`config.mk`:
```
export PLATFORM = sky130hd
export DESIGN_NAME = stream_arbiter_mux
export DESIGN_NICKNAME = d
export VERILOG_FILES = /design/src/rtl/stream_arbiter_mux_pkg.sv /design/src/rtl/stream_arbiter_mux_rr_priority_picker.sv /design/src/rtl/stream_arbiter_mux.sv
export SDC_FILE = /design/constraint.sdc
export NUM_CORES = 1
export LEC_CHECK = 0
export ABC_AREA = 1
export CORE_MARGIN = 2
export CORE_UTILIZATION = 44
export DETAILED_ROUTE_END_ITERATION = 10
export GPL_TIMING_DRIVEN = 0
export PLACE_DENSITY = 0.85
export SYNTH_ARGS = -nofsm -noshare
export SYNTH_HDL_FRONTEND = slang
export SYNTH_SLANG_ARGS = --single-unit
```
`constraint.sdc`:
```
create_clock -name clk -period 7.1 [get_ports clk]
set_clock_uncertainty 0.2 [all_clocks]
set_input_delay 2.13 -clock clk [delete_from_list [all_inputs] [get_ports clk]]
set_output_delay 2.13 -clock clk [all_outputs]
set_load 0.01 [all_outputs]
```
`src/rtl/stream_arbiter_mux_pkg.sv`:
```
// Shared definitions for the stream arbiter/mux family: select-width derivation and mode encodings.
package stream_arbiter_mux_pkg;

  localparam logic MODE_ADDR = 1'b0;
  localparam logic MODE_RR   = 1'b1;

  // Select width for n channels; never narrower than one bit so a single channel still has a port.
  function automatic int unsigned sel_bits(int unsigned n);
    return (n <= 2) ? 1 : $clog2(n);
  endfunction

endpackage

```
`src/rtl/stream_arbiter_mux_rr_priority_picker.sv`:
```
// Combinational round-robin picker: first requester after last_grant, wrapping at CHANNELS.
module rr_priority_picker
  import stream_arbiter_mux_pkg::*;
#(
  parameter int unsigned CHANNELS = 4,
  parameter int unsigned SEL_BITS = sel_bits(CHANNELS)
) (
  input  logic [CHANNELS-1:0] req,
  input  logic [SEL_BITS-1:0] last_grant,
  output logic [SEL_BITS-1:0] grant,
  output logic                grant_valid
);

  logic [SEL_BITS-1:0] idx;

  // Scan from the farthest offset down to the nearest so the nearest requester wins.
  always_comb begin
    grant       = '0;
    grant_valid = 1'b0;
    idx         = '0;
    for (int i = int'(CHANNELS); i >= 1; i--) begin
      idx = SEL_BITS'((int'(last_grant) + i) % int'(CHANNELS));
      if (req[idx]) begin
        grant       = idx;
        grant_valid = 1'b1;
      end
    end
  end

endmodule

```
`src/rtl/stream_arbiter_mux.sv`:
```
// N-channel valid/ready stream mux with addressed or round-robin selection and one output register.
module stream_arbiter_mux
  import stream_arbiter_mux_pkg::*;
#(
  parameter int unsigned CHANNELS = 4,
  parameter int unsigned WIDTH    = 8,
  localparam int unsigned SEL_BITS = sel_bits(CHANNELS)
) (
  input  logic                      clk,
  input  logic                      rst_n,
  input  logic                      mode,
  input  logic [SEL_BITS-1:0]       address,
  input  logic [CHANNELS*WIDTH-1:0] in_data,
  input  logic [CHANNELS-1:0]       in_valid,
  output logic [CHANNELS-1:0]       in_ready,
  output logic [WIDTH-1:0]          out_data,
  output logic [SEL_BITS-1:0]       out_channel,
  output logic                      out_valid,
  input  logic                      out_ready
);

  logic                out_valid_q;
  logic [WIDTH-1:0]    out_data_q;
  logic [SEL_BITS-1:0] out_channel_q;
  logic [SEL_BITS-1:0] last_grant_q;

  logic [SEL_BITS-1:0] rr_grant;
  logic                rr_valid;
  logic [SEL_BITS-1:0] grant;
  logic                grant_valid;
  logic                addr_ok;
  logic                load_en;
  logic                xfer;
  logic [WIDTH-1:0]    sel_data;

  rr_priority_picker #(
    .CHANNELS (CHANNELS),
    .SEL_BITS (SEL_BITS)
  ) u_picker (
    .req         (in_valid),
    .last_grant  (last_grant_q),
    .grant       (rr_grant),
    .grant_valid (rr_valid)
  );

  assign addr_ok = (32'(address) < CHANNELS);

  always_comb begin
    grant       = '0;
    grant_valid = 1'b0;
    if (mode == MODE_RR) begin
      grant       = rr_grant;
      grant_valid = rr_valid;
    end else if (addr_ok) begin
      grant       = address;
      grant_valid = in_valid[address];
    end
  end

  assign load_en = !out_valid_q || out_ready;
  // Reset gating keeps in_ready low while rst_n is held, even though load_en is high then.
  assign xfer    = load_en && grant_valid && rst_n;

  always_comb begin
    in_ready = '0;
    sel_data = '0;
    for (int k = 0; k < int'(CHANNELS); k++) begin
      if (grant == SEL_BITS'(k)) begin
        in_ready[k] = xfer;
        sel_data    = in_data[k*WIDTH +: WIDTH];
      end
    end
  end

  always_ff @(posedge clk or negedge rst_n) begin
    if (!rst_n) begin
      out_valid_q   <= 1'b0;
      out_data_q    <= '0;
      out_channel_q <= '0;
      last_grant_q  <= SEL_BITS'(CHANNELS - 1);
    end else if (xfer) begin
      out_valid_q   <= 1'b1;
      out_data_q    <= sel_data;
      out_channel_q <= grant;
      last_grant_q  <= grant;
    end else if (out_ready) begin
      out_valid_q <= 1'b0;
    end
  end

  assign out_valid   = out_valid_q;
  assign out_data    = out_data_q;
  assign out_channel = out_channel_q;

endmodule

```
Yosys cells after proc, flatten, opt, wreduce, memory -nomap -nowiden
Cells that the tools add are included.
Widths: inputs -> output; s select.
- add/sub/neg operators: 4
- order comparisons: 5
- eq/ne operators: 3
- multiplexer cells: 30
- reduce and logical (&&, ||, !) cells: 6
- operator list (kind ; number):
    $mux 8 ; 4
    $mux 1 ; 16
    $lt 2x3->1 const B ; 5
    $bmux 1 s2 ; 5
    $mux 2 ; 5
    $add 2x1->2 const B ; 2
    $add 2x2->2 const B ; 2
    $eq 2x2->1 const B ; 2
    $eq 2x1->1 const B ; 1
    $logic_and 1x1->1 ; 2
    $logic_not 2->1 ; 1
    $reduce_bool 2->1 ; 1
    $logic_not 1->1 ; 1
    $logic_or 1x1->1 ; 1
- flip-flop bits (word level): 13
- output and inout port bits: 15

Logic depth before layout (Yosys ltp)
- depth in word-level cells: 13
- mapped depth: 17
- gate-level depth less buffers: 16

By module
Synthesis repeated with hierarchy kept, for this count alone.
- cell total of the unflattened synthesis: 192
- area total of the unflattened synthesis: 1186.1 µm²
- modules (own cells, without submodules) (module ; instances ; cells each ; area each (µm²)):
    stream_arbiter_mux ; 1 ; 143 ; 959.7
    rr_priority_picker ; 1 ; 49 ; 226.5

Worst setup path before layout
Ideal clock, no wire load.
- path kind: input-to-output
- start: input port in_valid[3]
- end: output port in_ready[0]
- arrival time: 3.243 ns
- required time: 4.770 ns
- setup slack: 1.527 ns
- stages: 11
- path through: inv_1 > o21ai_2 > nand2_1 > nand2_1 > inv_2 > nand2_1 > nor3_1 > nor3_2 > inv_2 > buf_2 > nor3_1
- longest elaborated chain between the ends: 10
- elaborated cells between the ends (all ways): 24
- classes of those cells: mux (21); reduce/logical (3)
- ends and longest elaborated chain (item ; RTL line ; source):
    from (decl) ; stream_arbiter_mux.sv:14 ; input logic [CHANNELS-1:0] in_valid,
    $bmux 1 s2 ; stream_arbiter_mux_rr_priority_picker.sv:23 ; if (req[idx]) begin
    $mux 1 (implied by the code) ; stream_arbiter_mux_rr_priority_picker.sv:23 ;
    $mux 1 (4 in series) ; stream_arbiter_mux_rr_priority_picker.sv:23 ;
    $mux 1 ; stream_arbiter_mux.sv:51 ; if (mode == MODE_RR) begin
    $logic_and 1x1->1 (2 in series) ; stream_arbiter_mux.sv:62 ; assign xfer = load_en && grant_valid && rst_n;
    $mux 1 (*) ; stream_arbiter_mux.sv:68 ; if (grant == SEL_BITS'(k)) begin
    to (decl) ; stream_arbiter_mux.sv:15 ; output logic [CHANNELS-1:0] in_ready,
Mark *: on every way between the ends. The rest lies on a longest branch, timed or not. The select of a mux whose other input is x is not followed.

Worst setup path in the final report
- start: input port rst_n
- end: output port in_ready[0]
- longest elaborated chain between the ends: 2
- ends and longest elaborated chain (item ; RTL line ; source):
    from (decl) ; stream_arbiter_mux.sv:10 ; input logic rst_n,
    $logic_and 1x1->1 ; stream_arbiter_mux.sv:62 ;
    $mux 1 ; stream_arbiter_mux.sv:68 ;
Every way passes these cells.

==> summary.md <==
| Metric | Value |
|---|---|
| Status | completed |
| Critical path data arrival time | 4.52 ns |
| Site Rows | 19 |
| Mapped Cells | 200 |
| Netlist cell types | 28 |
| ANT cells | 0 |
| Pleak | 0.9947 nW |
| Core area | 2710 um^2 |
| Starting Density | 45.38% |
| Die H | 56.87 um |
| Mapped cell area | 1230 um^2 |
| Worst r2r src | last_grant_q[0]$_DFFE_PN1P_ |
| 1st-iter DRT viols | 68 |
| Min cycle time layout | 6.846 ns |
| Vias in the first global route | 1301 |
| Worst R2R End | out_data[0]$_DFFE_PN0P_ |
| Fin. max-slew vios | 0 |
| Syn-to-layout area delta | 50.86% |
| Synthesized flop and latch total | 13 |
| RSZ-0062 raised after global routing | false |
| Max-cap violation count | 0 |
| Sequential area share after synthesis | 26.65% |
| Wirelength per Cell | 11.12 um |
| Largest net degree at the start of global routing | 15 |
| Clock slew at reported path FFs | 0.07 ns |
| Setup TNS | 0 ns |
| Die Width | 56.87 um |
| Worst Hold Class | flip-flop to flip-flop |
| Clk root buf | clkbuf_4 |
| Number of cells on the worst reg-to-reg path | 15 |
| IO Pins | 57 |
| Clock buffer depth | 2 |
| CP max FO | 14 |
| Commonest non-fill, non-tap cells in the layout | nand2_1, clkdlybuf4s50_1, inv_1, nand4_1, nand3_1 |
| Max Clk Rate | 146.1 MHz |
| Port bufs | 56 |
| CTS sink cnt | 13 |
| PD cells | 331.9 nW/um^2 |
| Fill count | 279 |
| Via count | 1423 |
| Most common cell after layout, fill and taps aside | nand2_1 |
| Drt drc | 0 |
| Clk_lat worst skew | 0.27 ns |
| EDFF count, synth | 0 |
| Postcts setup bufs | 0 |
| Post-Syn Nets | 242 |
| Layout cells sized above 1 | 11.92% |
| Critical path data required time | 4.77 ns |
| Overflow after GRT | 0 |
| Nets | 303 |
| Final setup fails | 0 |
| CP startpoint | rst_n |
| Cts hold-fix bufs | 0 |
| Slew headroom | 59.86% |
| Die Area | 3234 um^2 |
| Dominant synthesized flop cell | dfrtp_1 |
| TritonCTS buffer count | 3 |
| VDD IR max | 0.2408 mV |
| Final core utilization | 68.47% |
| Post-Route WL | 3235 um |
| Total Routing Usage GR | 21.14% |
| Post-CTS Resized | 0 |
| Drt via density | 4.890 |
| RD Place Congestion | 0.8199 |
| Critical Path Sink Type | output pin |
| Dpl hpwl | 2632 um |
| CP Launch Type | primary input |
| Antenna-violating nets left | 0 |
| Initial antenna violation count | 0 |
| Syn. warnings | 0 |
| Worst reg-to-reg setup slack | 4.86 ns |
| Worst slew pin tran | 0.6002 ns |
| Last element of the critical path | in_ready[0] |
| Syn Area/Cell | 6.150 um^2 |
| Period utilization | 96.42% |
| CP Class | primary input to output pin |
| CTS tree | done |
| First-pass GRT wire length | 5361 um |
| Total chip power | 0.0006158 W |
| Final Hold Vio Count | 0 |
| Asr flop ratio synth | 100.0% |
| H-Tree Depth | 1 |
| Pre-Repair DR Iteration Count | 4 |
## report_power, final
part,internal (W),total (W),switching (W)
clock,0.0000218,0.0000459,0.0000241
sequential,0.000112,0.000133,0.0000209
combinational,0.000193,0.000437,0.000244
total,0.000327,0.000616,0.000289
## cell families after synthesis
group,after synthesis,share of synthesized area [%]
AOI/OAI and AO/OA,24,10.58
and+or+nand+nor,116,45.78
DFF,13,26.65
buffers and inverters,47,16.99
## Yosys cell counts (2+ instances only)
cell type   n  area [um^2]
nor2_1      3        11.26
buf_4       3        22.52
buf_2       3        15.01
nand2_2     3        18.77
buf_6       2        22.52
nand4_1    14        87.58
nand3_2     2        20.02
dfstp_2     2        52.55
o21ai_0     4        20.02
o21ai_1     7        35.03
inv_2       3        11.26
nand2_1    72        270.3
inv_1      33        123.9
clkbuf_1    2        7.510
nor3_1      2        10.01
dfrtp_1    11        275.3
nand3_1    13        65.06
a21oi_1    11        55.05
## how the worst min path moves through the flow
stage,from,endpoint,slack (ns),cells past startpoint
after global routing,out_channel[0]$_DFFE_PN0P_,out_channel[0]$_DFFE_PN0P_,0.30,2
after detailed placement,out_channel[0]$_DFFE_PN0P_,out_channel[0]$_DFFE_PN0P_,0.26,2
after floorplan,out_channel[0]$_DFFE_PN0P_,out_channel[0]$_DFFE_PN0P_,0.31,2
final,out_channel[0]$_DFFE_PN0P_,out_channel[0]$_DFFE_PN0P_,0.28,2
after CTS,out_channel[0]$_DFFE_PN0P_,out_channel[0]$_DFFE_PN0P_,0.28,2
after global placement,out_channel[0]$_DFFE_PN0P_,out_channel[0]$_DFFE_PN0P_,0.26,2
## through the flow
step           setup WS [ns]  hold slack (ns)  cell area (um^2)  std cells
2_1_floorplan          1.527           0.3086              1230        200
3_3_place_gp          0.2277           0.2602              1829        287
3_5_place_dp          0.1630           0.2647              1829        287
4_1_cts               0.1777           0.2829              1856        291
5_1_grt              0.06997           0.3006              1856        291
6_report              0.2542           0.2755              1856        291
## flip-flops by register name (all words and copies together), names as in the netlist
register,count
out_valid,1
out_data,8
out_channel,2
last_grant_q,2
## per-layer routing
layer / track usage [%] / share of wire [%] / vias to the layer above
met5: 0 / 0 / -
li1: - / - / 751
met1: 25.36 / 45 / 622
met3: 5.530 / 5.9 / 7
met2: 36.88 / 48 / 43
met4: 6.312 / 1.4 / 0
## area by class of cell
| cell class | count | area [um^2] | area share (%) |
|---|---|---|---|
| Clock buffer | 4 | 26.28 | 1.416 |
| Sequential cell | 13 | 327.8 | 17.67 |
| Timing Repair Buffer | 56 | 560.5 | 30.21 |
| Tap cell | 31 | 38.79 | 2.090 |
| Multi-Input combinational cell | 140 | 693.2 | 37.36 |
| Buffer | 10 | 67.56 | 3.641 |
| Inverter | 37 | 141.4 | 7.620 |
## critical path: stages
cell and delay (ns):
clkdlybuf4s50_1 0.85, nand2_1 0.16, nor3_2 0.34, inv_2 0.08
buf_2 0.19, nor3_1 0.17, clkdlybuf4s50_1 0.59
No activity file was read; power rests on OpenSTA's default activity.
==> edit 1 (config.mk and constraints unchanged) <==
Change the parameter `WIDTH` from 8 to 9.
--- a/src/rtl/stream_arbiter_mux.sv
+++ b/src/rtl/stream_arbiter_mux.sv
@@ -3,7 +3,7 @@
   import stream_arbiter_mux_pkg::*;
 #(
   parameter int unsigned CHANNELS = 4,
-  parameter int unsigned WIDTH    = 8,
+  parameter int unsigned WIDTH    = 9,
   localparam int unsigned SEL_BITS = sel_bits(CHANNELS)
 ) (
   input  logic                      clk,
Interface: changed (resized in_data and out_data); port bits go from 57 to 62. The function was not compared with the original's and may differ.
==> edit 1 against the unedited design <==
- cell area increased by 3.1%
- sequential cell count increased by 1
- area after synthesis decreased by 0.20%
- power increased by 5.7%
- clock power increased by 29%
- setup slack got worse by 0.065 ns
- worst hold slack improved by 0.0094 ns
- routed wire length increased by 1.5%
- global-route usage increased by 0.58 points
==> edit 1: results (changes against the unedited design) <==
The average routed wire per standard cell works out to 11.4 um (+2.2%). The clock slew seen by the registers of the worst setup and hold paths is 0.09 ns (+0.02 ns). The flow ran to the end, and the final reports show no timing, DRC or antenna violations. The number of flip-flops under the largest register name came out at 9 (+1). Ranked by instance count, the synthesized netlist is headed by sky130_fd_sc_hd__nand2_1 (73), sky130_fd_sc_hd__nor2_1 (25), sky130_fd_sc_hd__nand3_1 (21). The cell count after placement was 285 (-0.70%); the placed wire-length estimate after detailed placement was 2630 um (about the same). The violation count after the first detailed-route iteration was 34 (-50%). The root buffer cell was sky130_fd_sc_hd__clkbuf_4. The via-per-instance ratio came out at 4.94 (+0.98%). The final estimated routing congestion in global placement is 0.819 (-0.16%), and the pin count of the biggest net entering global routing is 16 (+1). The port buffer count came out at 61 (+8.9%). The static power due to leakage came out at 0.000918 uW (-7.7%). Yosys attributes the largest share of cell area to sky130_fd_sc_hd__dfrtp_1 (24%), sky130_fd_sc_hd__nand2_1 (22%), sky130_fd_sc_hd__nand3_1 (8.6%). Maximum clock path buffer count: 2 (unchanged). The most critical setup path has its startpoint at rst_n. The count of nets after finishing is 305 (+0.66%), and the post-synthesis compound-gate area fraction is 0.0989 (-0.00692). The total nets after synthesis is 239 (-1.2%).

The worst IR drop on VDD was 0.000269 V (+12%); the via count of the first global-routing pass was 1,324 (+1.8%). The worst-case register-to-register setup slack is 4.90 ns (+0.04 ns), and the largest fanout of any net on the critical path is 15 (+1). The initial antenna violation count came out at 0 (unchanged). The endpoint of the lowest-slack register-to-register path was out_data[5]$_DFFE_PN0P_. The average cell area after synthesis came out at 6.36 um2 (+3.4%). Critical path arrival: 4.58 ns (+0.06 ns). The share of final-layout standard cells stronger than drive strength 1 came out at 0.136 (+0.0164).

The tools report the count of distinct cell types in the synthesized netlist as 22 (-21%). The run gives 5620 um (+4.9%) as the wire length of the first global-routing pass. The startpoint identified for the worst hold timing path is out_data[3]$_DFFE_PN0P_. The end point of the worst hold path was out_data[3]$_DFFE_PN0P_. The filler cell count is 240 (-14%). The global-route usage over all layers is 0.217 (+0.00580).

The relative max-transition margin was 0.540 (-0.0583); the detailed-route wire length was 3280 um (+1.5%). The cell area reported after detailed placement came out at 1880 um2 (+2.6%).
edit 1: changes by cell type after synthesis, moves of 3 or more:
cell | unedited run | this run
sky130_fd_sc_hd__buf_4 | 3 | 0
sky130_fd_sc_hd__o21ai_0 | 4 | 12
sky130_fd_sc_hd__nand2_2 | 3 | 6
sky130_fd_sc_hd__nor2_1 | 3 | 25
sky130_fd_sc_hd__o21ai_1 | 7 | 0
sky130_fd_sc_hd__nand4_1 | 14 | 2
sky130_fd_sc_hd__buf_6 | 2 | 5
sky130_fd_sc_hd__nand3_1 | 13 | 21
sky130_fd_sc_hd__a21oi_1 | 11 | 4
sky130_fd_sc_hd__inv_1 | 33 | 12
edit 1: layout make-up:
type                       instances  area, um2  share of cell area
buffer                             6       61.3              0.0320
clock buffer                       4       36.3              0.0190
inverter                          17       63.8              0.0334
multi-input combinational        156        749               0.392
sequential                        14        353               0.184
tap                               31       38.8              0.0203
timing repair buffer              61        611               0.319
edit 1: stage by stage:
stage                     worst slack (ns)  hold WS [ns]  utilization
final                                0.190         0.285        0.706
after global routing                0.0321         0.320        0.706
after CTS                            0.134         0.290        0.706
after detailed placement             0.138         0.265        0.693
after global placement               0.156         0.253        0.693
after floorplan                       1.51         0.306            -
edit 1: critical path: stages:
cell                              delay, ns
sky130_fd_sc_hd__clkdlybuf4s50_1       0.91
sky130_fd_sc_hd__nand3_1               0.23
sky130_fd_sc_hd__nor2_4                0.24
sky130_fd_sc_hd__inv_2                 0.08
sky130_fd_sc_hd__buf_6                 0.15
sky130_fd_sc_hd__buf_6                 0.14
sky130_fd_sc_hd__nor3_2                0.14
sky130_fd_sc_hd__clkdlybuf4s50_1       0.55
edit 1: worst max-delay path by stage:
stage	cells past startpoint	slack, ns	endpoint
finish	8	0.19	in_ready[0]
global route	8	0.03	in_ready[0]
CTS	8	0.13	in_ready[0]
detailed placement	8	0.14	in_ready[0]
global placement	8	0.16	in_ready[0]
floorplan	10	1.51	in_ready[0]
edit 1: per-layer routing:
| layer | vias to the layer above | track usage | wire [um] |
|---|---|---|---|
| met3 | 6 | 0.0253 | 151 |
| met5 | - | 0 | 0 |
| met2 | 52 | 0.370 | 1550 |
| li1 | 750 | - | - |
| met1 | 619 | 0.279 | 1520 |
| met4 | 0 | 0.0831 | 57 |
edit 1: kinds of logic after synthesis:
kind of cell | after synthesis
buffers and inverters | 23
flip-flops | 14
AO/OA/AOI/OAI | 20
AND/OR/NAND/NOR | 136
edit 1: where the power goes:
part           leakage [uW]  total, uW  internal [uW]  switching, uW
Sequential         0.000170        143            120           22.8
Clock             0.0000210       59.2           31.3           28.0
Combinational      0.000727        449            196            253
==> edit 2 (same flow settings) <==
Without the edit above. Register the input `mode` before use, cleared by the reset. The logic sees it one clock later. The other inputs are not delayed to match.
--- a/src/rtl/stream_arbiter_mux.sv
+++ b/src/rtl/stream_arbiter_mux.sv
@@ -18,6 +18,16 @@
   output logic                      out_valid,
   input  logic                      out_ready
 );
+
+  logic mode_q;
+
+  always_ff @(posedge clk or negedge rst_n) begin
+    if (!rst_n) begin
+      mode_q <= '0;
+    end else begin
+      mode_q <= mode;
+    end
+  end
 
   logic                out_valid_q;
   logic [WIDTH-1:0]    out_data_q;
@@ -48,7 +58,7 @@
   always_comb begin
     grant       = '0;
     grant_valid = 1'b0;
-    if (mode == MODE_RR) begin
+    if (mode_q == MODE_RR) begin
       grant       = rr_grant;
       grant_valid = rr_valid;
     end else if (addr_ok) begin
Check against the original RTL: not equivalent (Yosys sat finds a counterexample within 4 cycles, from zero or initial values and one cycle with rst_n low).
==> edit 2 against the unedited design <==
- routed wire length is 0.68% lower
- area after synthesis is 2.0% higher
- first-iteration DRC count is 49% lower
- count of clock-buffer cells in the layout stayed put
- power is 3.9% higher
- critical path depth is 6 higher
- global-route usage is 0.31 points lower
- sequential power is 5% higher
- worst hold slack better by 0.0072 ns
- synthesized cell count is 0.50% lower
- cell area is 2.0% higher
- sequential cell count is 1 higher
- setup slack better by 0.13 ns
==> edit 2: results (changes against the unedited design) <==
The worst-case register-to-register setup slack was 4.93 ns (+0.07 ns). Launching point of the worst reg2reg path: last_grant_q[0]$_DFFE_PN1P_. The tools report the root buffer cell as sky130_fd_sc_hd__clkbuf_4. The fraction of synthesis flops using an asynchronous set or reset pin was 1.00 (unchanged).

For the initial antenna violation count, the log shows 0 (unchanged). The number of pins exceeding their max-slew limit in the final report was 0 (unchanged). The port buffer count is 56 (unchanged). For the static power due to leakage, the log shows 0.000998 uW (+0.34%).

Count of distinct cell types in the synthesized netlist: 27 (-3.6%). The tools report the start point of the critical path as in_valid[3]. Counting instances in the post-synthesis netlist gives the leading cell types as sky130_fd_sc_hd__nand2_1 (68), sky130_fd_sc_hd__inv_1 (29), sky130_fd_sc_hd__nand3_1 (18), sky130_fd_sc_hd__dfrtp_1 (12), sky130_fd_sc_hd__nand4_1 (11). The pin count of the biggest net entering global routing was 16 (+1). The worst hold path begins at out_channel[0]$_DFFE_PN0P_. The placed wire-length estimate after detailed placement is 2550 um (-3.0%).

The run finished with clean final reports. Number of diodes added for antenna fixing: 0 (unchanged). The violation count after the first detailed-route iteration is 35 (-49%), and the worst IR drop on VDD is 0.000253 V (+4.9%). The via-per-instance ratio is 4.87 (-0.43%), and the number of buffers inserted during clock tree synthesis is 3 (unchanged). The clock slew seen by the registers of the worst setup and hold paths came out at 0.10 ns (+0.03 ns). The min-delay analysis places its worst path in the category flop to flop. The tools report the count of nets after finishing as 302 (-0.33%). The total nets after synthesis is 241 (-0.41%).

After synthesis, the cell types taking the most area are sky130_fd_sc_hd__dfrtp_1 (24%), sky130_fd_sc_hd__nand2_1 (20%), sky130_fd_sc_hd__inv_1 (8.7%). The number of flip-flops under the largest register name works out to 8 (unchanged). The final estimated routing congestion in global placement is 0.925 (+13%), and the via count of the first global-routing pass is 1,335 (+2.6%).

The maximum cell stage delay along the critical path was 0.55 ns (-0.30 ns). The tools report the detailed-router iteration count before antenna repair as 4 (unchanged). The register area share after synthesis was 0.281 (+0.0146); the critical path arrival was 4.38 ns (-0.14 ns). The global-route usage over all layers was 0.208 (-0.00311); the wire length of the first global-routing pass was 5510 um (+2.7%). The clock latency at the later pin of the worst-skew pair is 0.29 ns (+0.02 ns). The share of final-layout standard cells stronger than drive strength 1 was 0.174 (+0.0545).

The detailed-route wire length came out at 3210 um (-0.68%). The number of post-CTS setup repair buffers was 0 (unchanged); the largest fanout of any net on the critical path was 10 (-4). The number of levels in the clock H-tree is 1 (unchanged), and the pin slew with the least headroom to its limit is 0.681 ns (+0.0810 ns).

The slowest cell on the critical path was sky130_fd_sc_hd__clkdlybuf4s50_1. The maximum clock path buffer count was 2 (unchanged). The run gives 0 (unchanged) as the number of warnings reported in the yosys synthesis log.
## edit 2: per-stage QoR
step | cell area [um2] | cells | setup slack [ns] | util | hold WS, ns
finish | 1890 | 290 | 0.388 | 0.692 | 0.283
global route | 1890 | 290 | 0.228 | 0.692 | 0.311
detailed placement | 1850 | 286 | 0.107 | 0.678 | 0.263
global placement | 1850 | 286 | 0.203 | 0.678 | 0.259
floorplan | 1250 | 199 | 1.57 | - | 0.309
CTS | 1890 | 290 | 0.103 | 0.692 | 0.287
## edit 2: kinds of logic (layout without fill, tap and decap cells)
group           after synthesis  count (layout)  share of synthesized area
simple gates                119             119                      0.448
flops                        14              14                      0.281
buf+inv                      45             105                      0.169
compound gates               21              21                      0.102
## edit 2: layout make-up
cell class                 count  area (um2)
fill                         254         841
timing repair buffer          56         563
inverter                      36         143
clock buffer                   4        36.3
tap                           31        38.8
buffer                         9        70.1
sequential                    14         353
multi-input combinational    140         689
## edit 2: path summary, 6_finish.rpt
check,endpoint,cells past startpoint
max in group asynchronous,out_data[7]$_DFFE_PN0P_,1
hold / removal,out_channel[0]$_DFFE_PN0P_,2
setup / recovery,in_ready[3],13
setup reg to reg,out_data[2]$_DFFE_PN0P_,15
min in group asynchronous,out_data[3]$_DFFE_PN0P_,1
hold reg to reg,out_channel[0]$_DFFE_PN0P_,2
## edit 2: critical path, delay by kind of cell
kind | cells | cell delay [ns]
simple gates | 7 | 0.73
compound gates | 1 | 0.16
buf+inv | 5 | 1.37
## edit 2: power by group
group          leakage, uW  internal, uW  total [uW]  switching [uW]
clock            0.0000210          31.2        60.2            29.0
combinational     0.000809           196         441             245
sequential        0.000168           118         139            20.9
total             0.000998           345         640             295
## edit 2: per-layer routing
metal,share of wire,GRT usage,vias to the layer above
met5,0,0,-
met4,0.010,0.0565,0
met3,0.057,0.0431,4
met2,0.48,0.360,47
met1,0.45,0.262,617
li1,-,-,744
## edit 2: what timing repair did
action / CTS / global route
endpoints found under the setup margin: 0 / 2
gates resized for setup: 0 / 1
hold buffers: 0 / 0
